==> src/rtl/matrix_pkg.sv <==
// matrix_pkg
// Shared types and constants for the matrix multiplier result path.
//   DATA_W_DEFAULT : default result element width
//   c_idx_e        : element tag, row-major order C11, C12, C21, C22
//   c_elem_t       : signed result element
//   next_ptr()     : drain pointer increment, wraps 3 -> 0
package matrix_pkg;

  localparam int DATA_W_DEFAULT = 32;
  localparam int NUM_SLOTS      = 4;

  typedef enum logic [1:0] {
    C11_IDX = 2'd0,
    C12_IDX = 2'd1,
    C21_IDX = 2'd2,
    C22_IDX = 2'd3
  } c_idx_e;

  typedef logic signed [31:0] c_elem_t;

  function automatic logic [1:0] next_ptr(input logic [1:0] p);
    return p + 2'd1;
  endfunction

endpackage

==> src/rtl/matrix_result_drain_if.sv <==
// matrix_result_drain_if
// Valid/ready element stream leaving the result drain.
//   out_data  : current element, signed, DATA_W bits
//   out_idx   : element tag (matrix_pkg::c_idx_e encoding)
//   out_valid : out_data/out_idx valid
//   out_ready : consumer accepts when out_valid && out_ready
// Modports: master = drain side, slave = consumer side.
interface matrix_result_drain_if #(
  parameter int DATA_W = 32
);

  logic signed [DATA_W-1:0] out_data;
  logic [1:0]               out_idx;
  logic                     out_valid;
  logic                     out_ready;

  modport master (
    output out_data,
    output out_idx,
    output out_valid,
    input  out_ready
  );

  modport slave (
    input  out_data,
    input  out_idx,
    input  out_valid,
    output out_ready
  );

endinterface

==> src/rtl/result_slot.sv <==
// result_slot
// One buffered result element with its full flag.
//   clk, reset_n : clock, async active-low reset
//   start        : tile restart, empties the slot and ignores a same-cycle strobe
//   strobe, din  : capture request and value from the core
//   take         : slot is moved into the output register this cycle
//   full, dout   : slot state
//   overrun_hit  : strobe arrived while the slot still held an undrained value
module result_slot #(
  parameter int DATA_W = 32
) (
  input  logic                     clk,
  input  logic                     reset_n,
  input  logic                     start,
  input  logic                     strobe,
  input  logic                     take,
  input  logic signed [DATA_W-1:0] din,
  output logic                     full,
  output logic signed [DATA_W-1:0] dout,
  output logic                     overrun_hit
);

  logic                     full_q, full_d;
  logic signed [DATA_W-1:0] data_q, data_d;

  always_comb begin
    full_d      = full_q;
    data_d      = data_q;
    overrun_hit = 1'b0;
    if (start) begin
      full_d = 1'b0;
    end else begin
      if (take) full_d = 1'b0;
      if (strobe) begin
        // A slot being drained this cycle is free to accept the new value.
        if (full_q && !take) begin
          overrun_hit = 1'b1;
        end else begin
          data_d = din;
          full_d = 1'b1;
        end
      end
    end
  end

  always_ff @(posedge clk or negedge reset_n) begin
    if (!reset_n) begin
      full_q <= 1'b0;
      data_q <= '0;
    end else begin
      full_q <= full_d;
      data_q <= data_d;
    end
  end

  assign full = full_q;
  assign dout = data_q;

endmodule

==> src/rtl/matrix_result_drain.sv <==
// matrix_result_drain
// Captures the four 2x2 tile results from the core into per-element slots and
// streams them out in row-major order (C11, C12, C21, C22), one per handshake.
//   clk, reset_n            : clock, async active-low reset
//   start                   : tile restart (clears slots, pointer, out_valid)
//   c11ready..c22ready      : capture strobes; C11..C22 the matching values
//   clr_overrun             : clears the sticky overrun flag
//   out_if (master)         : element stream (data, idx, valid / ready)
//   tile_done               : pulse the cycle after element 3 is accepted
//   overrun                 : sticky, a strobe hit a still-full slot
//   busy                    : any slot full or an element waiting on out_if
module matrix_result_drain
  import matrix_pkg::*;
#(
  parameter int DATA_W = DATA_W_DEFAULT
) (
  input  logic                       clk,
  input  logic                       reset_n,
  input  logic                       start,
  input  logic                       c11ready,
  input  logic                       c12ready,
  input  logic                       c21ready,
  input  logic                       c22ready,
  input  logic signed [DATA_W-1:0]   C11,
  input  logic signed [DATA_W-1:0]   C12,
  input  logic signed [DATA_W-1:0]   C21,
  input  logic signed [DATA_W-1:0]   C22,
  input  logic                       clr_overrun,
  matrix_result_drain_if.master      out_if,
  output logic                       tile_done,
  output logic                       overrun,
  output logic                       busy
);

  logic [NUM_SLOTS-1:0]     strobe;
  logic signed [DATA_W-1:0] slot_din  [NUM_SLOTS];
  logic signed [DATA_W-1:0] slot_dout [NUM_SLOTS];
  logic [NUM_SLOTS-1:0]     slot_full;
  logic [NUM_SLOTS-1:0]     slot_ovf;
  logic [NUM_SLOTS-1:0]     take;

  logic [1:0]               ptr_q, ptr_d;
  logic signed [DATA_W-1:0] out_data_q, out_data_d;
  logic [1:0]               out_idx_q, out_idx_d;
  logic                     out_valid_q, out_valid_d;
  logic                     tile_done_q, tile_done_d;
  logic                     overrun_q, overrun_d;

  logic                     handshake;
  logic                     load;

  assign strobe      = {c22ready, c21ready, c12ready, c11ready};
  assign slot_din[0] = C11;
  assign slot_din[1] = C12;
  assign slot_din[2] = C21;
  assign slot_din[3] = C22;

  for (genvar i = 0; i < NUM_SLOTS; i++) begin : g_slot
    result_slot #(.DATA_W(DATA_W)) u_slot (
      .clk         (clk),
      .reset_n     (reset_n),
      .start       (start),
      .strobe      (strobe[i]),
      .take        (take[i]),
      .din         (slot_din[i]),
      .full        (slot_full[i]),
      .dout        (slot_dout[i]),
      .overrun_hit (slot_ovf[i])
    );
  end

  assign handshake = out_valid_q && out_if.out_ready;
  // The output register refills in the same cycle it is emptied, giving
  // one element per cycle when the consumer keeps out_ready high.
  assign load = slot_full[ptr_q] && (!out_valid_q || handshake) && !start;

  always_comb begin
    take        = '0;
    ptr_d       = ptr_q;
    out_data_d  = out_data_q;
    out_idx_d   = out_idx_q;
    out_valid_d = out_valid_q;
    tile_done_d = handshake && (out_idx_q == C22_IDX);
    overrun_d   = overrun_q;

    if (start) begin
      ptr_d       = '0;
      out_valid_d = 1'b0;
    end else if (load) begin
      take[ptr_q] = 1'b1;
      out_data_d  = slot_dout[ptr_q];
      out_idx_d   = ptr_q;
      out_valid_d = 1'b1;
      ptr_d       = next_ptr(ptr_q);
    end else if (handshake) begin
      out_valid_d = 1'b0;
    end

    // A new overrun outranks a same-cycle clear.
    if (|slot_ovf)        overrun_d = 1'b1;
    else if (clr_overrun) overrun_d = 1'b0;
  end

  always_ff @(posedge clk or negedge reset_n) begin
    if (!reset_n) begin
      ptr_q       <= '0;
      out_data_q  <= '0;
      out_idx_q   <= '0;
      out_valid_q <= 1'b0;
      tile_done_q <= 1'b0;
      overrun_q   <= 1'b0;
    end else begin
      ptr_q       <= ptr_d;
      out_data_q  <= out_data_d;
      out_idx_q   <= out_idx_d;
      out_valid_q <= out_valid_d;
      tile_done_q <= tile_done_d;
      overrun_q   <= overrun_d;
    end
  end

  assign out_if.out_data  = out_data_q;
  assign out_if.out_idx   = out_idx_q;
  assign out_if.out_valid = out_valid_q;
  assign tile_done        = tile_done_q;
  assign overrun          = overrun_q;
  assign busy             = (|slot_full) || out_valid_q;

endmodule

==> src/flat_wrapper.sv <==
// flat-port wrapper written by rule: the top's interface ports become plain ports
module matrix_result_drain_flat import matrix_pkg::*;
#(
  parameter int DATA_W = DATA_W_DEFAULT
)
  (clk, reset_n, start, c11ready, c12ready, c21ready, c22ready, C11, C12, C21, C22, clr_overrun, tile_done, overrun, busy, out_if_out_data, out_if_out_idx, out_if_out_valid, out_if_out_ready);
  matrix_result_drain_if #(.DATA_W(DATA_W)) out_if_i ();
  input  logic clk;
  input  logic reset_n;
  input  logic start;
  input  logic c11ready;
  input  logic c12ready;
  input  logic c21ready;
  input  logic c22ready;
  input  logic signed [DATA_W-1:0] C11;
  input  logic signed [DATA_W-1:0] C12;
  input  logic signed [DATA_W-1:0] C21;
  input  logic signed [DATA_W-1:0] C22;
  input  logic clr_overrun;
  output logic tile_done;
  output logic overrun;
  output logic busy;
  output wire logic [$bits(out_if_i.out_data)-1:0] out_if_out_data;
  output wire logic [$bits(out_if_i.out_idx)-1:0] out_if_out_idx;
  output wire logic [$bits(out_if_i.out_valid)-1:0] out_if_out_valid;
  input wire logic [$bits(out_if_i.out_ready)-1:0] out_if_out_ready;
  assign out_if_out_data = out_if_i.out_data;
  assign out_if_out_idx = out_if_i.out_idx;
  assign out_if_out_valid = out_if_i.out_valid;
  assign out_if_i.out_ready = out_if_out_ready;
  matrix_result_drain #(.DATA_W(DATA_W)) u_core (.clk(clk), .reset_n(reset_n), .start(start), .c11ready(c11ready), .c12ready(c12ready), .c21ready(c21ready), .c22ready(c22ready), .C11(C11), .C12(C12), .C21(C21), .C22(C22), .clr_overrun(clr_overrun), .out_if(out_if_i), .tile_done(tile_done), .overrun(overrun), .busy(busy));
endmodule
==> config.mk <==
export PLATFORM = sky130hd
export DESIGN_NAME = matrix_result_drain_flat
export DESIGN_NICKNAME = d
export VERILOG_FILES = /design/src/rtl/matrix_pkg.sv /design/src/rtl/matrix_result_drain_if.sv /design/src/rtl/result_slot.sv /design/src/rtl/matrix_result_drain.sv /design/src/flat_wrapper.sv
export SDC_FILE = /design/constraint.sdc
export NUM_CORES = 1
export LEC_CHECK = 0
export CAP_MARGIN = 10
export CORE_ASPECT_RATIO = 2
export CORE_UTILIZATION = 55
export CTS_CLUSTER_SIZE = 16
export DETAILED_ROUTE_END_ITERATION = 12
export PLACE_DENSITY = 0.83
export SYNTH_ARGS = -nofsm -noshare
export SYNTH_HDL_FRONTEND = slang
export SYNTH_SLANG_ARGS = --single-unit
==> constraint.sdc <==
create_clock -name clk -period 5.6 [get_ports clk]
set_clock_uncertainty 0.2 [all_clocks]
set_input_delay 1.12 -clock clk [delete_from_list [all_inputs] [get_ports clk]]
set_output_delay 1.12 -clock clk [all_outputs]
set_load 0.02 [all_outputs]
==> results.py, run 1 <==
metrics = {
    "layout": {
        "nFillCells": 841,
        "layout-drive-gt1-share_pct": 38.9,
        "fin_area_sq_um": 10400,
        "diodes": 0,
        "area_growth_pct": 32.0,
        "nNetsFinal": 766,
    },
    "clock_tree": {
        "postCtsHoldBufs": 0,
        "cts.sinks": 171,
        "cts.htree.levels": 4,
        "insertion_delay_ns": 0.42,
        "post_cts_buffers": 0,
        "clk_transition_reported_paths_ns": 0.07,
        "cts.repair.resized": 0,
        "cts_tree": "built",
        "ctsRootBufferMaster": "clkbuf_16",
        "clockBufferDepth": 2,
        "numCtsBuffers": 17,
    },
    "synth": {
        "syn_area_sq_um": 7890,
        "ys_types": 29,
        "ys_warn_count": 0,
        "syn_avg_cell_area_sq_um": 17.6,
        "ys_seq_elements": 171,
        "syn_nets": 590,
        "synthCells": 449,
        "synth_seq_area_share_pct": 54.3,
    },
    "hold_path": {
        "hold_path_depth": 1,
        "hold_start": "u_core.g_slot[3].u_slot.dout[3]",
        "worstHoldPathType": "reg2reg",
        "hold_end": "u_core.g_slot[3].u_slot.dout[3]",
    },
    "power": {
        "switching_share_pct": 27.9,
        "total_power_w": 0.00459,
        "power_frac_clock_pct": 29.4,
        "p_seq_share_pct": 40.0,
        "power.density_nw_per_um2": 441,
        "combPwrFrac_pct": 30.6,
        "p_switching_w": 0.00128,
        "p_leak_nw": 4.45,
        "vdd_drop_max_mv": 0.252,
        "p_int_w": 0.00331,
    },
    "global_route": {
        "grt_max_degree": 101,
        "grt_pass1_vias": 5514,
        "antenna_found_initial": 0,
        "grt_overflow": 0,
        "grt.total_usage_pct": 28.8,
        "grt_pass1_wl_microns": 30600,
    },
    "critical_path": {
        "critical_path_arrival_ns": 3.74,
        "critPathKind": "reg2reg",
        "required_ns": 5.71,
        "end_kind": "flip-flop",
        "crit_path_max_fanout": 37,
        "ff2ff_setup_slack_ns": 1.97,
        "startpoint_type": "flip-flop",
        "reg2reg_to": "u_core.g_slot[1].u_slot.dout[0]",
        "startpoint": "u_core.ptr_q[1]",
        "r2r_cells": 6,
        "r2r-start": "u_core.ptr_q[1]",
    },
    "timing": {
        "fin_hold_ws_ns": 0.307,
        "maxSlewViolCount": 0,
        "period_needed_ns": 3.63,
        "fin_crit_sh_pct": 64.7,
        "setup_slack_ns": 1.97,
        "hold_viol": 0,
        "setup_tns_ns": 0,
        "max_slew.worst_pin.slew_ns": 1.06,
        "setup_viol": 0,
        "fmax_mhz": 276,
        "rsz0062_at_grt": "no",
        "slew_headroom_pct": 29.5,
    },
    "die": {
        "die_area_sq_um": 14900,
        "die_height_microns": 171,
        "ios": 175,
        "fp.dieW_microns": 86.7,
        "initial_utilization_pct": 56.5,
        "coreArea_sq_um": 14000,
        "num_rows": 61,
    },
    "status": {
        "status": "completed",
    },
    "route": {
        "drc": 0,
        "routedWlPerCell_microns": 23.7,
        "viasPerCell": 5.64,
        "finalWirelength_microns": 19600,
        "firstDrtPassIters": 4,
        "vias": 4667,
        "drtIter0Drc": 265,
        "ant_nets": 0,
    },
    "placed_design": {
        "dp_slack_ns": 1.59,
        "io_buffer_count": 174,
        "place_congestion": 0.850,
        "placed_area_sq_um": 9730,
        "post-dp-hpwl_microns": 13100,
    },
    "run": {
        "maxCapViolCount": 0,
    },
}
==> Yosys cell counts (all sizes together) <==
| cell | n | area share, % |
|---|---|---|
| nand4 | 1 | 0.079 |
| and3 | 1 | 0.079 |
| dfrtp | 171 | 54 |
| mux2 | 161 | 29 |
| and2 | 2 | 0.19 |
| and4 | 1 | 0.11 |
| inv | 5 | 0.24 |
| nor3 | 1 | 0.063 |
| mux4 | 33 | 9.4 |
| a32o | 1 | 0.13 |
| a31o | 1 | 0.11 |
| buf | 23 | 2.5 |
| a21oi | 11 | 1.3 |
| a311oi | 1 | 0.11 |
| xnor2 | 1 | 0.11 |
| nand2b | 1 | 0.079 |
| a41oi | 1 | 0.11 |
| ha | 4 | 0.63 |
| clkbuf | 3 | 0.14 |
| o22ai | 1 | 0.079 |
| nor2 | 8 | 0.38 |
| o21ai | 1 | 0.063 |
| nand2 | 16 | 1.1 |
==> cell type report <==
cell class | instances | area [sq um] | share of cell area (%)
Multi-Input combinational cell | 247 | 3380 | 32.5
Clock inverter | 13 | 238 | 2.28
Sequential cell | 171 | 4280 | 41.1
Tap cell | 189 | 236 | 2.27
Clock buffer | 19 | 443 | 4.25
Timing Repair Buffer | 183 | 1810 | 17.4
Inverter | 5 | 18.8 | 0.180
==> registers in the layout (all words and copies together) (netlist names) <==
signal                     count
u_core.overrun                 1
u_core.g_slot.u_slot.full      4
u_core.tile_done               1
u_core.out_if.out_idx          2
u_core.out_if.out_valid        1
u_core.ptr_q                   2
u_core.out_if.out_data        32
u_core.g_slot.u_slot.dout    128
==> critical path, cell delays in order (launching register included) <==
cell and delay (ns):
dfrtp_2 1.06, mux4_2 0.45, and2_4 0.27, nand2_4 0.07, a21oi_4 0.57, buf_4 0.50, mux2_2 0.38
==> power groups by stage <==
stage	Clock [W]	Sequential, W	Combinational, W
after global routing	0.00142	0.00187	0.00149
after floorplan	0	0.00188	0.000801
after detailed placement	0	0.00184	0.00140
after global placement	0	0.00182	0.00137
final	0.00135	0.00183	0.00140
after CTS	0.00137	0.00184	0.00142
==> kinds of logic (layout without fill, tap and decap cells) <==
logic type | after synthesis | count (layout) | share of synthesized area [%]
flip-flops | 171 | 171 | 54.3
multiplexers | 194 | 194 | 38.1
AO/OA/AOI/OAI | 17 | 17 | 1.87
XOR/XNOR | 1 | 1 | 0.111
AND/OR/NAND/NOR | 31 | 31 | 2.13
adder cells (fa/ha/maj) | 4 | 4 | 0.635
buffers and inverters | 31 | 220 | 2.89
==> placed cells by master (no fill, tap or decap), types with 2 or more instances in the layout <==
cell type / count
a21oi_1: 7
a21oi_4: 4
buf_4: 9
bufinv_16: 6
clkbuf_16: 17
clkdlybuf4s50_1: 173
clkinv_4: 2
clkinvlp_4: 3
dfrtp_1: 169
dfrtp_2: 2
ha_1: 4
inv_1: 5
inv_6: 2
mux2_2: 41
mux2_4: 120
mux4_2: 33
nand2_1: 12
nand2_4: 4
nor2_1: 8
==> metal layers <==
metal / track usage (%) / vias up / wire length, microns
li1: - / 1994 / -
met1: 31.6 / 2436 / 6990
met2: 51.2 / 180 / 10900
met3: 5.66 / 57 / 840
met4: 16.2 / 0 / 958
met5: 0 / - / 0
==> per-stage QoR <==
stage	cells	utilization (%)
after detailed placement	795	69.7
after CTS	827	74.5
after floorplan	449	-
after global routing	827	74.5
after global placement	795	69.7
final	827	74.5
==> worst max-delay path by stage <==
stage                                           end  slack [ns]
CTS                 u_core.g_slot[1].u_slot.dout[0]        1.99
global route        u_core.g_slot[1].u_slot.dout[0]        1.87
finish              u_core.g_slot[1].u_slot.dout[0]        1.97
floorplan           u_core.g_slot[3].u_slot.dout[0]        2.94
detailed placement  u_core.g_slot[1].u_slot.dout[0]        1.59
global placement    u_core.g_slot[1].u_slot.dout[0]        1.67
Power figures use the tool's default switching activity.
==> run 2, diff against run 1 <==
- CORE_UTILIZATION: 55 -> 46
- PLACE_DENSITY: 0.83 -> 0.74
- clock period: 5.6 -> 3.2 ns (I/O delays scaled with it)
==> run 2 against run 1 <==
  * Hold slack worse by 0.29 ns
  * Combinational power is 79% higher
  * Clock power up 54%
  * Largest cell class unchanged
  * Core utilization decreased by 12 points
  * Wire length is 2.8% lower
  * Highest routed layer unchanged
  * Final area increased by 0.44%
  * Non-clock buffer count grew 6
  * Register-to-register slack got worse by 1.3 ns
  * Critical path depth decreased by 3
  * Total power increased by 68%
  * Final cell count increased by 3.1%
==> results.py, run 2 (synthesis gave the netlist of run 1 again) <==
metrics = {
    "power": {
        "power.density_nw_per_um2": 739,
        "vdd_drop_max_mv": 0.366,
        "p_leak_nw": 4.46,
    },
    "global_route": {
        "antenna_found_initial": 2,
        "grt_overflow": 0,
        "grt.total_usage_pct": 23.3,
        "grt_pass1_vias": 5301,
        "grt_max_degree": 68,
        "grt_pass1_wl_microns": 29900,
    },
    "placed_design": {
        "place_congestion": 0.815,
        "place_inst": 819,
        "dp_slack_ns": 0.303,
        "post-dp-hpwl_microns": 13300,
        "placed_area_sq_um": 9860,
        "io_buffer_count": 174,
    },
    "route": {
        "ant_nets": 0,
        "finalWirelength_microns": 19100,
        "vias": 4608,
        "wl_met2_microns": 10800,
        "routedWlPerCell_microns": 22.4,
        "drc": 0,
        "firstDrtPassIters": 4,
        "wl_met3_microns": 655,
        "wl_met1_microns": 7060,
        "highest_layer": "met4",
        "viasPerCell": 5.40,
        "drtIter0Drc": 142,
    },
    "critical_path": {
        "crit_path_max_fanout": 5,
        "ff2ff_setup_slack_ns": 0.72,
        "critPathKind": "reg2out",
        "end_kind": "primary output",
        "critical_path_arrival_ns": 1.80,
        "required_ns": 2.36,
        "startpoint_type": "flip-flop",
    },
    "clock_tree": {
        "cts.sinks": 171,
        "cts.repair.resized": 0,
        "postCtsHoldBufs": 0,
        "insertion_delay_ns": 0.43,
        "clk_transition_reported_paths_ns": 0.07,
        "numCtsBuffers": 17,
        "post_cts_buffers": 0,
        "ctsRootBufferMaster": "clkbuf_16",
        "cts_tree": "built",
        "cts.htree.levels": 4,
        "clockBufferDepth": 2,
    },
    "timing": {
        "setup_tns_ns": 0,
        "fin_hold_ws_ns": 0.0125,
        "fmax_mhz": 379,
        "max_slew.worst_pin.slew_ns": 0.634,
        "slew_headroom_pct": 57.7,
        "maxSlewViolCount": 0,
        "fin_crit_sh_pct": 82.4,
        "setup_slack_ns": 0.564,
        "hold_viol": 0,
        "rsz0062_at_grt": "no",
        "setup_viol": 0,
        "period_needed_ns": 2.64,
    },
    "layout": {
        "instances_no_fill": 853,
        "layout_common_cells": "clkdlybuf4s50_1, dfrtp_1, mux2_4",
        "final_common_cell": "clkdlybuf4s50_1",
        "layout-drive-gt1-share_pct": 39.6,
        "area_growth_pct": 32.6,
        "fin_area_sq_um": 10500,
        "largest_reg_flops": 128,
        "nNetsFinal": 772,
    },
    "die": {
        "ios": 175,
        "initial_utilization_pct": 47.0,
        "coreArea_sq_um": 16800,
        "fp.dieW_microns": 94.6,
        "die_area_sq_um": 17700,
        "num_rows": 67,
        "die_height_microns": 187,
    },
    "run": {
        "maxCapViolCount": 0,
    },
    "hold_path": {
        "worstHoldPathType": "in2async",
    },
    "status": {
        "status": "completed",
    },
}
-- run 2: cell types whose count changed in the layout (fill, tap and decap cells not counted), sizes merged --
cell / previous run / this run
bufinv: 6 / 1
clkbuf: 19 / 18
inv: 7 / 13
buf: 10 / 16
diode: 0 / 2
-- run 2: through the flow --
step / total power [W] / util (%)
after floorplan: 0.00469 / -
after global placement: 0.00561 / 58.8
after detailed placement: 0.00570 / 58.8
after CTS: 0.00780 / 62.3
after global routing: 0.00808 / 62.4
final: 0.00773 / 62.4
-- run 2: path summary, 6_finish.rpt --
path,startpoint,end,depth (start not counted)
worst max-delay path,u_core.g_slot[0].u_slot.full,busy,3
worst max register to register,u_core.ptr_q[1],u_core.g_slot[2].u_slot.dout[1],6
min in group clk,u_core.g_slot[2].u_slot.dout[0],u_core.g_slot[2].u_slot.dout[0],1
max in group asynchronous,reset_n,u_core.g_slot[1].u_slot.dout[23],2
worst min-delay path,reset_n,u_core.out_if.out_data[15],1
worst min register to register,u_core.g_slot[2].u_slot.dout[0],u_core.g_slot[2].u_slot.dout[0],1
-- run 2: cell type report --
class,instances,area [sq um]
fill,1253,6310
sequential,171,4280
multi-input combinational,247,3380
timing repair buffer,189,1920
clock buffer,18,439
tap,207,259
clock inverter,14,153
inverter,5,18.8
antenna,2,5.00
-- run 2: power by group --
part	internal, W	leakage (nW)	switching [W]
sequential	0.00275	2.02	0.000392
combinational	0.00156	2.15	0.000949
clock	0.00113	0.283	0.000948
total	0.00544	4.46	0.00229
-- run 2: critical path, cell delays in order, from the launching register on --
cell             delay, ns
dfrtp_1               0.47
nor3_1                0.23
nand2_1               0.10
clkdlybuf4s50_1       0.57
-- run 2: metal layers --
metal  vias up  track usage [%]
met5         -                0
met4         0             10.9
met3        32             3.62
met2       150             41.3
met1      2419             26.8
li1       2007                -
==> run 3, diff against run 2 <==
- CORE_UTILIZATION: 46 -> 51
- PLACE_DENSITY: 0.74 -> 0.78
- clock period: 3.2 -> 2.55 ns (I/O delays scaled with it)
==> run 3 against run 2 <==
  * Total power up 25%
  * First-iteration DRC count up 70%
  * Highest routed layer is now met5
  * Combinational power up 29%
  * Die area down 9.7%
  * Hold slack better by 0.29 ns
  * Sequential power up 25%
==> results.py, run 3 (synthesis gave the netlist of run 1 again) <==
metrics = {
    "status": {
        "status": "completed",
    },
    "route": {
        "vias": 4691,
        "drtIter0Drc": 241,
        "routedWlPerCell_microns": 22.3,
        "drc": 0,
        "finalWirelength_microns": 19000,
        "viasPerCell": 5.49,
        "ant_nets": 0,
        "firstDrtPassIters": 4,
    },
    "layout": {
        "nNetsFinal": 783,
        "largest_reg_flops": 128,
        "instances_no_fill": 854,
        "layout_common_cells": "clkdlybuf4s50_1, dfrtp_1, mux2_4",
        "area_growth_pct": 33.8,
        "layout-drive-gt1-share_pct": 40.3,
        "fin_area_sq_um": 10600,
        "final_common_cell": "clkdlybuf4s50_1",
        "nFillCells": 1035,
    },
    "clock_tree": {
        "clk_transition_reported_paths_ns": 0.07,
        "insertion_delay_ns": 0.42,
        "ctsRootBufferMaster": "clkbuf_16",
        "cts_tree": "built",
        "clockBufferDepth": 2,
        "cts.sinks": 171,
        "numCtsBuffers": 17,
        "cts.htree.levels": 4,
        "post_cts_buffers": 0,
    },
    "placed_design": {
        "placed_area_sq_um": 9970,
        "place_congestion": 0.940,
        "post-dp-hpwl_microns": 13700,
        "place_inst": 820,
        "io_buffer_count": 174,
    },
    "die": {
        "ios": 175,
        "die_height_microns": 178,
        "die_area_sq_um": 16000,
        "initial_utilization_pct": 51.8,
        "num_rows": 64,
        "fp.dieW_microns": 89.9,
        "coreArea_sq_um": 15200,
    },
    "run": {
        "maxCapViolCount": 0,
    },
    "critical_path": {
        "startpoint_type": "flip-flop",
        "critical_path_arrival_ns": 2.45,
        "ff2ff_setup_slack_ns": 0.19,
        "critPathKind": "reg2reg",
        "end_kind": "flip-flop",
        "crit_path_max_fanout": 21,
        "required_ns": 2.65,
    },
    "timing": {
        "slew_headroom_pct": 68.2,
        "max_slew.worst_pin.slew_ns": 0.477,
        "period_needed_ns": 2.36,
        "fin_crit_sh_pct": 92.4,
        "maxSlewViolCount": 0,
        "setup_tns_ns": 0,
        "fmax_mhz": 424,
        "setup_viol": 0,
        "hold_viol": 0,
        "rsz0062_at_grt": "no",
    },
    "power": {
        "p_leak_nw": 4.51,
        "vdd_drop_max_mv": 0.646,
        "power.density_nw_per_um2": 912,
        "total_power_w": 0.00962,
    },
    "global_route": {
        "grt_pass1_wl_microns": 30000,
        "grt_pass1_vias": 5354,
        "grt_max_degree": 61,
        "antenna_found_initial": 2,
        "grt_overflow": 0,
        "grt.total_usage_pct": 25.4,
    },
    "hold_path": {
        "worstHoldPathType": "reg2reg",
    },
}
run 3: cell types whose count changed in the layout (fill, tap and decap cells not counted), sizes merged:
cell,before,now
diode,2,1
clkbuf,18,20
dlygate4sd3,0,1
buf,16,26
clkinv,2,3
clkdlybuf4s50,173,172
inv,13,9
dlygate4sd2,0,1
clkinvlp,3,4
run 3: final cells by class:
cell class | instances | area [sq um] | share of cell area [%]
Antenna cell | 1 | 2.50 | 0.0237
Inverter | 5 | 18.8 | 0.178
Tap cell | 198 | 248 | 2.35
Timing Repair Buffer | 200 | 2050 | 19.4
Clock buffer | 20 | 447 | 4.23
Clock inverter | 12 | 114 | 1.08
Sequential cell | 171 | 4280 | 40.6
Multi-Input combinational cell | 247 | 3390 | 32.1
run 3: path summary, 6_finish.rpt:
check	from	end	depth (start not counted)
min in group asynchronous	reset_n	u_core.out_if.out_data[14]	2
min	u_core.g_slot[3].u_slot.dout[10]	u_core.g_slot[3].u_slot.dout[10]	1
max in group asynchronous	reset_n	u_core.out_if.out_data[21]	3
max	u_core.g_slot[1].u_slot.full	u_core.g_slot[2].u_slot.dout[19]	6
max reg2reg	u_core.g_slot[1].u_slot.full	u_core.g_slot[2].u_slot.dout[19]	6
min reg2reg	u_core.g_slot[3].u_slot.dout[10]	u_core.g_slot[3].u_slot.dout[10]	1
run 3: where the power goes:
part	internal, W	switching (W)
Sequential	0.00345	0.000468
Combinational	0.00200	0.00124
Clock	0.00138	0.00108
Total	0.00683	0.00279
run 3: metal layers:
layer | track usage, % | share of wire (%)
met1 | 28.2 | 36
met2 | 46.3 | 56
met4 | 12.8 | 4.1
met3 | 4.93 | 3.7
met5 | 0 | 0.068
run 3: stage by stage:
step | util, % | hold slack [ns] | setup slack, ns
global placement | 65.6 | 0.250 | -0.0316
detailed placement | 65.6 | 0.254 | -0.0361
finish | 69.3 | 0.307 | 0.194
floorplan | - | 0.0144 | 0.266
global route | 69.3 | 0.317 | 0.154
CTS | 69.3 | 0.312 | 0.203
run 3: timing repair:
action,in CTS,in global routing
hold endpoints to repair,40,0
resized for setup,2,0
hold buffers,1,0
endpoints found under the setup margin,1,0
run 3: worst max-delay path, cell delays in order (launching register included):
cell and delay (ns):
dfrtp_1 0.52, mux4_2 0.39, and2_4 0.25, nand2_4 0.07, a21oi_4 0.22, buf_12 0.25, mux2_4 0.32
